[config.mk]
export PLATFORM = sky130hd
export DESIGN_NAME = axis_ingress_buf_flat
export DESIGN_NICKNAME = d
export VERILOG_FILES = /design/src/rtl/axis_ingress_buf_pkg.sv /design/src/rtl/axis_ingress_buf_if.sv /design/src/rtl/axis_ingress_buf_fifo.sv /design/src/rtl/axis_ingress_buf.sv /design/src/flat_wrapper.sv
export SDC_FILE = /design/constraint.sdc
export NUM_CORES = 1
export LEC_CHECK = 0
export CORE_MARGIN = 2
export CORE_UTILIZATION = 62
export CTS_BUF_LIST = sky130_fd_sc_hd__clkbuf_4
export DETAILED_ROUTE_END_ITERATION = 10
export PLACE_DENSITY = 0.9
export SLEW_MARGIN = 20
export SYNTH_ARGS = -nofsm -noshare
export SYNTH_HDL_FRONTEND = slang
export SYNTH_SLANG_ARGS = --single-unit
[constraint.sdc]
create_clock -name clk -period 5.6 [get_ports clk]
set_input_delay 1.12 -clock clk [delete_from_list [all_inputs] [get_ports clk]]
set_output_delay 1.12 -clock clk [all_outputs]
set_load 0.01 [all_outputs]
[src/rtl/axis_ingress_buf_pkg.sv]
// Shared types and default parameters for the ingress buffer slice.
package axis_ingress_pkg;

    typedef enum logic {
        ST_PASS    = 1'b0,
        ST_DISCARD = 1'b1
    } ingress_state_e;

    localparam int TRUNC_CNT_W     = 16;
    localparam int DEF_DATA_WIDTH  = 64;
    localparam int DEF_DEPTH       = 4;
    localparam int DEF_MAX_BEATS   = 190;

endpackage

[src/rtl/axis_ingress_buf_if.sv]
// AXI4-Stream bundle with the start-of-frame and truncation sidebands.
interface axis_ingress_buf_if #(
    parameter int DATA_WIDTH = 64
);
    logic [DATA_WIDTH-1:0]   tdata;
    logic [DATA_WIDTH/8-1:0] tkeep;
    logic                    tvalid;
    logic                    tready;
    logic                    tlast;
    logic                    tsof;
    logic                    ttrunc;

    modport master (output tdata, tkeep, tvalid, tlast, tsof, ttrunc, input tready);
    modport slave  (input tdata, tkeep, tvalid, tlast, tsof, ttrunc, output tready);
endinterface

[src/rtl/axis_ingress_buf_fifo.sv]
// Purpose: generic synchronous FIFO with registered write-ready and occupancy level.
// Latency: one cycle from write to head visibility; no bypass.
// Backpressure: wr_rdy is registered (next level < DEPTH), independent of rd_rdy combinationally.
module axis_sync_fifo #(
    parameter int WIDTH = 8,
    parameter int DEPTH = 4
) (
    input  logic                       clk,
    input  logic                       rst_n,
    input  logic                       wr_vld,
    input  logic [WIDTH-1:0]           wr_dat,
    output logic                       wr_rdy,
    output logic                       rd_vld,
    output logic [WIDTH-1:0]           rd_dat,
    input  logic                       rd_rdy,
    output logic [$clog2(DEPTH+1)-1:0] level
);
    localparam int PTR_W = $clog2(DEPTH);
    localparam int LVL_W = $clog2(DEPTH+1);

    logic [WIDTH-1:0] mem [DEPTH];
    logic [PTR_W-1:0] wr_ptr;
    logic [PTR_W-1:0] rd_ptr;
    logic             wr_en;
    logic             rd_en;
    logic [LVL_W-1:0] level_nxt;

    assign wr_en     = wr_vld && wr_rdy;
    assign rd_en     = rd_vld && rd_rdy;
    assign rd_vld    = (level != '0);
    assign rd_dat    = mem[rd_ptr];
    assign level_nxt = level + LVL_W'(wr_en) - LVL_W'(rd_en);

    // Pointers are exactly log2(DEPTH) wide, so they wrap for free.
    always_ff @(posedge clk or negedge rst_n) begin
        if (!rst_n) begin
            for (int i = 0; i < DEPTH; i++) mem[i] <= '0;
            wr_ptr <= '0;
            rd_ptr <= '0;
            level  <= '0;
            wr_rdy <= 1'b0;
        end else begin
            if (wr_en) begin
                mem[wr_ptr] <= wr_dat;
                wr_ptr      <= wr_ptr + 1'b1;
            end
            if (rd_en) rd_ptr <= rd_ptr + 1'b1;
            level  <= level_nxt;
            wr_rdy <= (level_nxt < LVL_W'(DEPTH));
        end
    end

endmodule

[src/rtl/axis_ingress_buf.sv]
// Purpose: buffered AXIS ingress; marks SOF, truncates frames longer than MAX_BEATS, counts truncations.
// Latency: one cycle from upstream accept to m_axis head; one beat/cycle sustained.
// Backpressure: s_axis.tready is registered FIFO space, forced high while discarding excess beats.
module axis_ingress_buf
    import axis_ingress_pkg::*;
#(
    parameter int DATA_WIDTH = DEF_DATA_WIDTH,
    parameter int DEPTH      = DEF_DEPTH,
    parameter int MAX_BEATS  = DEF_MAX_BEATS
) (
    input  logic                       clk,
    input  logic                       rst_n,
    axis_ingress_buf_if.slave          s_axis,
    axis_ingress_buf_if.master         m_axis,
    output logic                       beat_accept,
    output logic [$clog2(DEPTH+1)-1:0] fifo_level,
    output logic [TRUNC_CNT_W-1:0]     trunc_count
);
    localparam int KEEP_W = DATA_WIDTH / 8;
    localparam int CNT_W  = $clog2(MAX_BEATS);
    localparam logic [CNT_W-1:0] CNT_LAST = CNT_W'(MAX_BEATS - 1);

    typedef struct packed {
        logic [DATA_WIDTH-1:0] tdata;
        logic [KEEP_W-1:0]     tkeep;
        logic                  last;
        logic                  sof;
        logic                  trunc;
    } entry_t;

    ingress_state_e   state;
    logic [CNT_W-1:0] beat_cnt;
    logic             fifo_wr_rdy;
    logic             fifo_rd_vld;
    logic             at_limit;
    logic             wr_vld;
    entry_t           wr_entry;
    entry_t           rd_entry;

    assign s_axis.tready = fifo_wr_rdy || (state == ST_DISCARD);
    assign beat_accept   = s_axis.tvalid && s_axis.tready;
    assign at_limit      = (beat_cnt == CNT_LAST);
    assign wr_vld        = beat_accept && (state == ST_PASS);

    // A real tlast on the limit beat is a legal max-length frame, not a truncation.
    assign wr_entry.tdata = s_axis.tdata;
    assign wr_entry.tkeep = s_axis.tkeep;
    assign wr_entry.last  = s_axis.tlast || at_limit;
    assign wr_entry.sof   = (beat_cnt == '0);
    assign wr_entry.trunc = !s_axis.tlast && at_limit;

    always_ff @(posedge clk or negedge rst_n) begin
        if (!rst_n) begin
            state       <= ST_PASS;
            beat_cnt    <= '0;
            trunc_count <= '0;
        end else if (beat_accept) begin
            case (state)
                ST_PASS: begin
                    if (s_axis.tlast) begin
                        beat_cnt <= '0;
                    end else if (at_limit) begin
                        beat_cnt <= '0;
                        state    <= ST_DISCARD;
                        if (trunc_count != '1) trunc_count <= trunc_count + 1'b1;
                    end else begin
                        beat_cnt <= beat_cnt + 1'b1;
                    end
                end
                ST_DISCARD: begin
                    if (s_axis.tlast) state <= ST_PASS;
                end
                default: state <= ST_PASS;
            endcase
        end
    end

    axis_sync_fifo #(
        .WIDTH ($bits(entry_t)),
        .DEPTH (DEPTH)
    ) u_fifo (
        .clk    (clk),
        .rst_n  (rst_n),
        .wr_vld (wr_vld),
        .wr_dat (wr_entry),
        .wr_rdy (fifo_wr_rdy),
        .rd_vld (fifo_rd_vld),
        .rd_dat (rd_entry),
        .rd_rdy (m_axis.tready),
        .level  (fifo_level)
    );

    assign m_axis.tvalid = fifo_rd_vld;
    assign m_axis.tdata  = rd_entry.tdata;
    assign m_axis.tkeep  = rd_entry.tkeep;
    assign m_axis.tlast  = rd_entry.last;
    assign m_axis.tsof   = rd_entry.sof;
    assign m_axis.ttrunc = rd_entry.trunc;

endmodule
[src/flat_wrapper.sv]
// flat-port wrapper written by rule: the top's interface ports become plain ports
module axis_ingress_buf_flat import axis_ingress_pkg::*;
#(
    parameter int DATA_WIDTH = DEF_DATA_WIDTH,
    parameter int DEPTH      = DEF_DEPTH,
    parameter int MAX_BEATS  = DEF_MAX_BEATS
)
  (clk, rst_n, beat_accept, fifo_level, trunc_count, s_axis_tdata, s_axis_tkeep, s_axis_tvalid, s_axis_tlast, s_axis_tsof, s_axis_ttrunc, s_axis_tready, m_axis_tdata, m_axis_tkeep, m_axis_tvalid, m_axis_tlast, m_axis_tsof, m_axis_ttrunc, m_axis_tready);
  axis_ingress_buf_if #(.DATA_WIDTH(DATA_WIDTH)) s_axis_i ();
  axis_ingress_buf_if #(.DATA_WIDTH(DATA_WIDTH)) m_axis_i ();
  input  logic clk;
  input  logic rst_n;
  output logic beat_accept;
  output logic [$clog2(DEPTH+1)-1:0] fifo_level;
  output logic [TRUNC_CNT_W-1:0] trunc_count;
  input wire logic [$bits(s_axis_i.tdata)-1:0] s_axis_tdata;
  input wire logic [$bits(s_axis_i.tkeep)-1:0] s_axis_tkeep;
  input wire logic [$bits(s_axis_i.tvalid)-1:0] s_axis_tvalid;
  input wire logic [$bits(s_axis_i.tlast)-1:0] s_axis_tlast;
  input wire logic [$bits(s_axis_i.tsof)-1:0] s_axis_tsof;
  input wire logic [$bits(s_axis_i.ttrunc)-1:0] s_axis_ttrunc;
  output wire logic [$bits(s_axis_i.tready)-1:0] s_axis_tready;
  output wire logic [$bits(m_axis_i.tdata)-1:0] m_axis_tdata;
  output wire logic [$bits(m_axis_i.tkeep)-1:0] m_axis_tkeep;
  output wire logic [$bits(m_axis_i.tvalid)-1:0] m_axis_tvalid;
  output wire logic [$bits(m_axis_i.tlast)-1:0] m_axis_tlast;
  output wire logic [$bits(m_axis_i.tsof)-1:0] m_axis_tsof;
  output wire logic [$bits(m_axis_i.ttrunc)-1:0] m_axis_ttrunc;
  input wire logic [$bits(m_axis_i.tready)-1:0] m_axis_tready;
  assign s_axis_i.tdata = s_axis_tdata;
  assign s_axis_i.tkeep = s_axis_tkeep;
  assign s_axis_i.tvalid = s_axis_tvalid;
  assign s_axis_i.tlast = s_axis_tlast;
  assign s_axis_i.tsof = s_axis_tsof;
  assign s_axis_i.ttrunc = s_axis_ttrunc;
  assign s_axis_tready = s_axis_i.tready;
  assign m_axis_tdata = m_axis_i.tdata;
  assign m_axis_tkeep = m_axis_i.tkeep;
  assign m_axis_tvalid = m_axis_i.tvalid;
  assign m_axis_tlast = m_axis_i.tlast;
  assign m_axis_tsof = m_axis_i.tsof;
  assign m_axis_ttrunc = m_axis_i.ttrunc;
  assign m_axis_i.tready = m_axis_tready;
  axis_ingress_buf #(.DATA_WIDTH(DATA_WIDTH), .DEPTH(DEPTH), .MAX_BEATS(MAX_BEATS)) u_core (.clk(clk), .rst_n(rst_n), .s_axis(s_axis_i), .m_axis(m_axis_i), .beat_accept(beat_accept), .fifo_level(fifo_level), .trunc_count(trunc_count));
endmodule
# Word-level counts from Yosys, hierarchy flattened
# Index checks and enable logic that the tools add are counted.
totals:
  reg_bits: 333
  inputBits: 79
  output_inout_bits: 97
  wordCells: 52
op_classes:
  addsub: 6
  magnitude_cmp: 4
  eq_ne: 2
  mux: 12
  bitwise: 4
  reduce_logical: 13
op_table:
  columns: ["cell", "count"]
  rows:
  - ["$bwmux W300", 1]
  - ["$mux W75", 3]
  - ["$bmux W75 S2", 1]
  - ["$demux W75 S2", 1]
  - ["$add A16 B1 Y16 const B", 1]
  - ["$mux W8", 2]
  - ["$ne A16 B16 Y1 const B", 1]
  - ["$add A8 B1 Y8 const B", 1]
  - ["$eq A8 B8 Y1 const B", 1]
  - ["$logic_not A8 Y1", 1]
  - ["$ge A3 B3 Y1 const B", 2]
  - ["$logic_and A1 B1 Y1", 6]
  - ["$not A2 Y3", 2]
  - ["$reduce_and A5 Y1", 1]
  - ["$add A2 B1 Y2 const B", 2]
  - ["$add A3 B1 Y3", 1]
  - ["$lt A3 B1 Y1 const B", 1]
  - ["$lt A3 B3 Y1 const B", 1]
  - ["$mux W1", 3]
  - ["$reduce_bool A3 Y1", 1]
  - ["$sub A3 B1 Y3", 1]
  - ["$logic_or A1 B1 Y1", 2]
  - ["$not A1 Y1", 2]
  - ["$pmux W1 S2", 1]
  - ["2 further kinds", 2]

# Depth between registers and ports, before layout
# Gate-level depths: netlist of the first run.
logic_depth:
  word_depth: 7
  depth_mapped: 11
  ltp_nobuf: 10

# By module
# Synthesis of the first run repeated with hierarchy kept, for this count alone.
unflattened:
  cells_unflattened: 893
  hier_area_um2: 14777.9
by_module_without_submodules:
  columns: ["module", "instances", "cells_each", "area_each_um2", "seq_area_each_um2"]
  rows:
  - ["axis_sync_fifo", 1, 759, 13402.9, 7707.4]
  - ["axis_ingress_buf", 1, 134, 1375.1, 625.6]

# Worst setup path before layout of the first run
# Ideal clock, no wire load.
synth_path:
  kind: "input-to-reg"
  start: "input s_axis_tvalid"
  end: "register u_core.u_fifo.level[2]"
  setup_ns: 0.121
  t_arrival_ns: 2.676
  required_time_ns: 5.479
  setup_slack_ns: 2.803
  cell_stages: 11
  n_path_buf: 1
  path_cell_list: "and3b_1 -> buf_4 -> inv_4 -> ha_1 -> inv_1 -> ha_1 -> inv_1 -> fa_1 -> xnor2_1 -> xor2_1 -> inv_1"
synth_via:
  elab_chain_len: 5
synth_lines:
  columns: ["element", "line_no", "source"]
  rows:
  - ["start: declaration", "flat_wrapper.sv:18", "input wire logic [$bits(s_axis_i.tvalid)-1:0] s_axis_tvalid;"]
  - ["$logic_and A1 B1 Y1", "axis_ingress_buf.sv:41", "assign beat_accept = s_axis.tvalid && s_axis.tready;"]
  - ["$logic_and A1 B1 Y1", "axis_ingress_buf.sv:43", "assign wr_vld = beat_accept && (state == ST_PASS);"]
  - ["$logic_and A1 B1 Y1", "axis_ingress_buf_fifo.sv:28", "assign wr_en = wr_vld && wr_rdy;"]
  - ["$add A3 B1 Y3", "axis_ingress_buf_fifo.sv:32", "assign level_nxt = level + LVL_W'(wr_en) - LVL_W'(rd_en);"]
  - ["$sub A3 B1 Y3", "axis_ingress_buf_fifo.sv:32", null]
  - ["net u_core.u_fifo.level_nxt[2]", "axis_ingress_buf_fifo.sv:26", "logic [LVL_W-1:0] level_nxt;"]
  - ["end signal: assignment", "axis_ingress_buf_fifo.sv:48", "level <= level_nxt;"]
  - ["end: declaration", "axis_ingress_buf_fifo.sv:16", "output logic [$clog2(DEPTH+1)-1:0] level"]
# The timed path passes the listed nets, and every way through them passes these cells.
# A chain may end at the register's enable or synchronous reset.

# Worst setup path after layout of the first run
layout_path:
  start: "register u_core.u_fifo.rd_ptr[0]"
  end: "output m_axis_tdata[59]"
layout_via:
  elab_chain_len: 4
layout_lines:
  columns: ["element", "line_no", "source"]
  rows:
  - ["start: declaration", "axis_ingress_buf_fifo.sv:23", "logic [PTR_W-1:0] rd_ptr;"]
  - ["start signal: assignment", "axis_ingress_buf_fifo.sv:47", "if (rd_en) rd_ptr <= rd_ptr + 1'b1;"]
  - ["$not A2 Y3 (not written as such)", "axis_ingress_buf_fifo.sv:31", "assign rd_dat = mem[rd_ptr];"]
  - ["$bmux W75 S2", "axis_ingress_buf_fifo.sv:31", null]
  - ["$mux W75 (not written as such) (2 in a row)", "axis_ingress_buf_fifo.sv:31", null]
  - ["end: declaration", "flat_wrapper.sv:23", "output wire logic [$bits(m_axis_i.tdata)-1:0] m_axis_tdata;"]
# Every way passes these cells. The select of a mux whose other input is x is not followed.

==> run_results.csv, run 1 <==
group,metric,value,unit
status,status,"completed",
logic_synthesis,muxShareOfSynthArea,34.1,%
logic_synthesis,synthXorXnorAreaFrac,1.09,%
logic_synthesis,synth_compound_area_share,1.30,%
logic_synthesis,syn_area,14500,um2
drt,drt_iter0_drc,405,
placement,gp_congestion,0.854,
logic_synthesis,synth_top_family_by_area,"multiplexers",
drt,wl,29000,um
worst_hold_path,worstHoldPathCells,2,
worst_setup_path,startpoint,"u_core.u_fifo.rd_ptr[0]",
timing,setup_violations,0,
timing,rsz0062_at_grt,"false",
drt,drtAntennaViolNets,0,
worst_setup_path,reg2reg_setup_slack,2830,ps
die,io_pins,176,
timing,finalCritPeriodShare,76.7,%
worst_setup_path,worstReg2RegStart,"u_core.state",
worst_setup_path,critPathCaptureType,"primary output",
grt,overflow,0,
logic_synthesis,synth_simple_gate_area_share,3.12,%
grt,grt_max_degree,103,
grt,antenna_found_initial,1,
cts,clockBufferDepth,3,
logic_synthesis,async_reset_ff_share,100,%
die,die_area,24600,um2
logic_synthesis,yosysTopAreaCellShare,57.5,%
logic_synthesis,yosysMostFrequentCell,"dfrtp_1",
worst_setup_path,cp_slowest_stage_delay,980,ps
timing,setup_ws,1300,ps
power,powerDensity,604,nW/um2
worst_setup_path,critical_path_required,4480,ps
cts,clockRootBuffer,"clkbuf_4",
cts,worst_skew_pair.late_latency,680,ps
die,die-width,157,um
die,start_util,63.6,%
placement,portBuffers,173,
worst_setup_path,cp_num_cells,3,
grt,grt_pass1_wl,48100,um
logic_synthesis,synthAdderAreaFrac,1.00,%
worst_setup_path,critPathBufInv,2,
timing,max_freq,0.233,GHz
grt,track_usage,25.1,%
cts,clkTransAtPathRegs,70,ps
logic_synthesis,synth-seq-area-share,57.5,%
die,rows,55,
logic_synthesis,synth_edf_count,0,
cts,cts_buffers,85,
logic_synthesis,synthTopCellsByArea,"dfrtp_1 58%, mux2_2 22%, mux4_2 12%",
cts,cts_htree_levels,3,
placement,place_ws,1580,ps
worst_setup_path,cp_top_family,"flip-flops",
placement,dp_hpwl,18100,um
power,p_leak,7.59,nW
power,power.total,10.6,mW
timing,max_slew_margin,37.6,%
worst_setup_path,arrival,3180,ps
worst_hold_path,min_from,"u_core.u_fifo.mem[2]",
logic_synthesis,synth_ff_type,"dfrtp_1",
timing,worst_slew_pin_slew,927,ps
timing,min_period,4300,ps
drt,drc,0,
timing,whs,479,ps
cells_and_area,final_layout_size_suffix_gt1_share,44.0,%
drt,dr.pass1.iters,4,
worst_setup_path,critical_path_class,"reg2out",
cts,ctsResizeCount,0,
worst_setup_path,crit_fanout,40,
timing,fin_skew,42.7,ps
die,die_h,157,um
logic_synthesis,yosys-top-cells-count,"333 x dfrtp_1, 289 x mux2_2, 75 x mux4_2, 30 x nand2_1, 26 x buf_1",
cts,ctsHoldBuffers,0,
drt,via_per_inst,5.82,
power,peakVddDrop,0.374,mV
run,maxCapViolCount,0,
logic_synthesis,ys_warn_count,0,
logic_synthesis,synth_seq_cells,333,
drt,via_count,8688,
logic_synthesis,synth_top_area_cell,"dfrtp_1",
logic_synthesis,syn_nets,999,
timing,maxSlewViolCount,0,
cts,cts_tree,"done",
placement,dp_cells,1356,
worst_hold_path,hp-class,"reg2reg",
logic_synthesis,synth_cell_types,42,
drt,routedWlPerCell,19.5,um
worst_setup_path,crit_path_start_kind,"flip-flop",
cells_and_area,syn_to_final_growth,21.2,%
logic_synthesis,synthCells,909,
cells_and_area,nNetsFinal,1220,
cts,postCtsSetupBuffers,0,
cts,cts.sinks,333,
cells_and_area,finalNonFillerCells,1492,
worst_setup_path,slowest_stage,"dfrtp_4",
worst_setup_path,crit_chain,"buf_12 > mux4_2 > clkdlybuf4s50_1",
worst_setup_path,reg2reg_depth,10,
die,fp.coreArea,22800,um2
timing,setup_tns,0,ps
timing,hold_viol,0,
grt,grt_pass1_vias,9518,
logic_synthesis,syn_area_per_cell,15.9,um2
==> placed cells by master, fill, tap and decap left out, drive strengths merged, types with 4 or more instances in the layout <==
cell type / Yosys / routed
o21ai: 22 / 22
mux4: 75 / 75
clkinv: 0 / 11
xnor2: 11 / 11
a21oi: 4 / 4
xor2: 7 / 7
buf: 43 / 14
inv: 12 / 13
nand3: 13 / 13
clkbuf: 9 / 120
nand2: 30 / 30
mux2: 289 / 289
clkdlybuf4s50: 0 / 172
ha: 10 / 10
nor4: 7 / 7
dfrtp: 333 / 333
nor2: 10 / 10
nand4: 6 / 6
==> per-layer routing <==
layer	global-route usage, %	part of all wire (%)	vias to the layer above
met5	0	0	-
met4	9.09	2.0	0
met3	7.12	5.9	47
met2	41.6	51	230
met1	31.9	41	4559
li1	-	-	3852
==> kinds of logic after synthesis <==
logic type | after synthesis
buffers and inverters | 64
XOR/XNOR | 18
AND/OR/NAND/NOR | 85
AO/OA/AOI/OAI | 34
flip-flops | 333
adder cells (fa/ha/maj) | 11
multiplexers | 364
==> where the power goes <==
| group | internal [mW] | total (mW) | switching [mW] |
|---|---|---|---|
| Sequential | 3.53 | 4.26 | 0.729 |
| Clock | 1.07 | 1.98 | 0.911 |
| Combinational | 2.83 | 4.37 | 1.54 |
==> area by class of cell <==
cell class                 instances  area [um2]
antenna                            2        5.00
timing repair buffer             186        1860
inverter                          12        47.5
clock inverter                    14         110
multi-input combinational        512        5920
clock buffer                     120         901
tap                              313         392
fill                            1340        5210
sequential                       333        8340
==> state kept, by name, summed over array words and instances (netlist names) <==
register,count
u_core.u_fifo.wr_ptr,2
u_core.state,1
u_core.u_fifo.mem,300
u_core.beat_cnt,8
u_core.u_fifo.rd_ptr,2
u_core.u_fifo.wr_rdy,1
u_core.trunc_count,16
u_core.u_fifo.level,3
==> worst register-to-register path, stage by stage, from the launching register on <==
cell     delay, ps
dfrtp_1        390
and3b_1        750
inv_4          120
ha_1           320
inv_1           70
ha_1           140
inv_1           50
fa_1           380
xnor2_1        190
xor2_1         200
inv_1           50
==> through the flow <==
stage          area [um2]  util [%]
5_1_grt             17600      77.1
6_report            17600      77.1
2_1_floorplan       14500         -
3_3_place_gp        16600      72.7
3_5_place_dp        16600      72.7
4_1_cts             17600      77.1
==> final timing paths <==
check                                          to
hold reg to reg              u_core.u_fifo.mem[2]
setup / recovery                 m_axis_tdata[59]
setup reg to reg           u_core.u_fifo.level[2]
hold / removal               u_core.u_fifo.mem[2]
max in group asynchronous  u_core.u_fifo.mem[286]
min in group asynchronous   u_core.u_fifo.mem[14]
Note: power is estimated with default switching activity, not from simulation.
==> run 2: changes to the inputs <==
Settings changed: CORE_UTILIZATION 62 to 58, PLACE_DENSITY 0.9 to 0.85.
Clock period 5.6 ns to 4 ns, I/O delays scaled along.
==> run 2 against run 1 <==
  * Critical path depth did not move
  * Critical endpoint is now m_axis_tdata[24]
  * Register-to-register slack got worse by 1300 ps
  * Critical path type unchanged
  * Combinational power rose by 45%
  * Core utilization fell by 4.1 points
  * Power rose by 42%
  * Highest routed layer unchanged
  * Routed wire length rose by 1.4%
  * Setup slack got worse by 840 ps
  * Sequential power rose by 37%
==> run_results.csv, run 2 (synthesis gave the netlist of run 1 again) <==
group,metric,value,unit
cells_and_area,nNetsFinal,1228,
timing,fin_skew,34.2,ps
die,rows,57,
cells_and_area,max_flop_register,"u_core.u_fifo.mem",
die,io_pins,176,
cts,postCtsSetupBuffers,0,
placement,postPlaceCellArea,16700,um2
worst_hold_path,hp-class,"in2async",
timing,worst_slew_pin_slew,856,ps
timing,setup_violations,0,
worst_setup_path,crit_fanout,41,
grt,track_usage,23.8,%
cells_and_area,largestRegisters,"u_core.u_fifo.mem: 300 flops, u_core.trunc_count: 16 flops, u_core.beat_cnt: 8 flops",
worst_setup_path,critPathCaptureType,"primary output",
cts,clockBufferDepth,3,
cts,cts_tree,"done",
grt,antenna_found_initial,1,
timing,finalCritPeriodShare,88.5,%
timing,maxSlewViolCount,0,
die,fp.coreArea,24400,um2
worst_setup_path,crit_path_start_kind,"flip-flop",
worst_setup_path,reg2reg_setup_slack,1530,ps
placement,dp_hpwl,18600,um
cells_and_area,mostFrequentLayoutCell,"dfrtp_1",
drt,drtAntennaViolNets,0,
placement,place_ws,921,ps
cells_and_area,multi_input_area,5920,um2
cells_and_area,syn_to_final_growth,23.0,%
power,powerDensity,848,nW/um2
timing,max_slew_margin,42.4,%
cts,ctsResizeCount,0,
placement,portBuffers,173,
drt,via_count,8621,
cells_and_area,regArea,8340,um2
cts,clockRootBuffer,"clkbuf_4",
cts,ctsHoldBuffers,0,
timing,rsz0062_at_grt,"false",
status,status,"completed",
placement,gp_congestion,0.756,
cts,cts.sinks,333,
cells_and_area,fillers,1635,
cells_and_area,largest_reg_flops,300,
drt,via_per_inst,5.68,
timing,min_period,3540,ps
cts,cts_buffers,86,
grt,grt_pass1_vias,9754,
worst_setup_path,critical_path_required,3200,ps
grt,grt_pass1_wl,49400,um
worst_setup_path,critical_path_class,"reg2out",
grt,overflow,0,
drt,routedWlPerCell,19.4,um
run,maxCapViolCount,0,
die,die-width,162,um
cts,worst_skew_pair.late_latency,670,ps
power,p_leak,7.72,nW
worst_setup_path,arrival,2740,ps
drt,wl,29400,um
timing,whs,110,ps
cts,cts_htree_levels,3,
power,peakVddDrop,0.511,mV
placement,dp_cells,1374,
cells_and_area,fin_area,17800,um2
timing,hold_viol,0,
worst_setup_path,r2r-end,"u_core.u_fifo.level[2]",
die,die_h,162,um
cells_and_area,mostFrequentLayoutCells,"331 x dfrtp_1, 289 x mux2_2, 172 x clkdlybuf4s50_1",
cts,clkTransAtPathRegs,60,ps
timing,setup_tns,0,ps
worst_setup_path,reg2reg_depth,10,
timing,setup_ws,459,ps
grt,grt_max_degree,94,
worst_setup_path,worstReg2RegStart,"u_core.u_fifo.level[1]",
drt,drc,0,
drt,dr.pass1.iters,4,
drt,drt_iter0_drc,459,
cells_and_area,final_layout_size_suffix_gt1_share,44.6,%
die,die_area,26300,um2
die,start_util,59.4,%
cells_and_area,finalNonFillerCells,1517,
timing,max_freq,0.282,GHz
-- run 2: changes by cell type in the layout (fill, tap and decap cells not counted), sizes merged --
cell / before / now
buf: 14 / 21
bufinv: 2 / 3
clkbuf: 120 / 130
clkinv: 11 / 9
diode: 2 / 1
inv: 13 / 12
-- run 2: cell type report --
cell class | count | area share, %
Multi-Input combinational cell | 512 | 33.2
Clock inverter | 12 | 0.702
Sequential cell | 333 | 46.8
Inverter | 12 | 0.267
Antenna cell | 1 | 0.0140
Tap cell | 324 | 2.27
Timing Repair Buffer | 193 | 11.3
Clock buffer | 130 | 5.48
-- run 2: metrics by stage --
stage,utilization [%],power (mW)
2_1_floorplan,-,9.55
3_3_place_gp,68.6,12.0
3_5_place_dp,68.6,12.3
4_1_cts,73.1,15.3
5_1_grt,73.1,16.0
6_report,73.1,15.1
-- run 2: worst max-delay path by stage --
stage                       startpoint                      to  slack [ps]
2_1_floorplan            s_axis_tvalid  u_core.u_fifo.level[2]        1520
3_3_place_gp             s_axis_tvalid  u_core.u_fifo.level[2]         960
3_5_place_dp             s_axis_tvalid  u_core.u_fifo.level[2]         920
4_1_cts        u_core.u_fifo.rd_ptr[0]        m_axis_tdata[63]         360
5_1_grt        u_core.u_fifo.rd_ptr[0]        m_axis_tdata[41]         280
6_report       u_core.u_fifo.rd_ptr[0]        m_axis_tdata[24]         460
-- run 2: layer usage --
| layer | GRT usage, % | share of wire, % | vias up |
|---|---|---|---|
| li1 | - | - | 3858 |
| met1 | 30.7 | 41 | 4514 |
| met2 | 39.5 | 51 | 199 |
| met3 | 6.03 | 5.4 | 50 |
| met4 | 8.53 | 1.9 | 0 |
| met5 | 0 | 0 | - |
-- run 2: critical path, stage by stage (launching register included) --
cell,delay [ps]
dfrtp_4,590
buf_12,360
mux4_2,590
clkdlybuf4s50_1,500
-- run 2: power by group --
group	internal (mW)	total, mW	switching [mW]
clock	1.66	2.95	1.30
sequential	4.95	5.83	0.878
combinational	4.02	6.33	2.31
==> run 3: changes to the inputs <==
Settings changed: SLEW_MARGIN 20 to default.
==> results of run 3 <==
Final layout, timing and power as in run 2 (identical DEF).
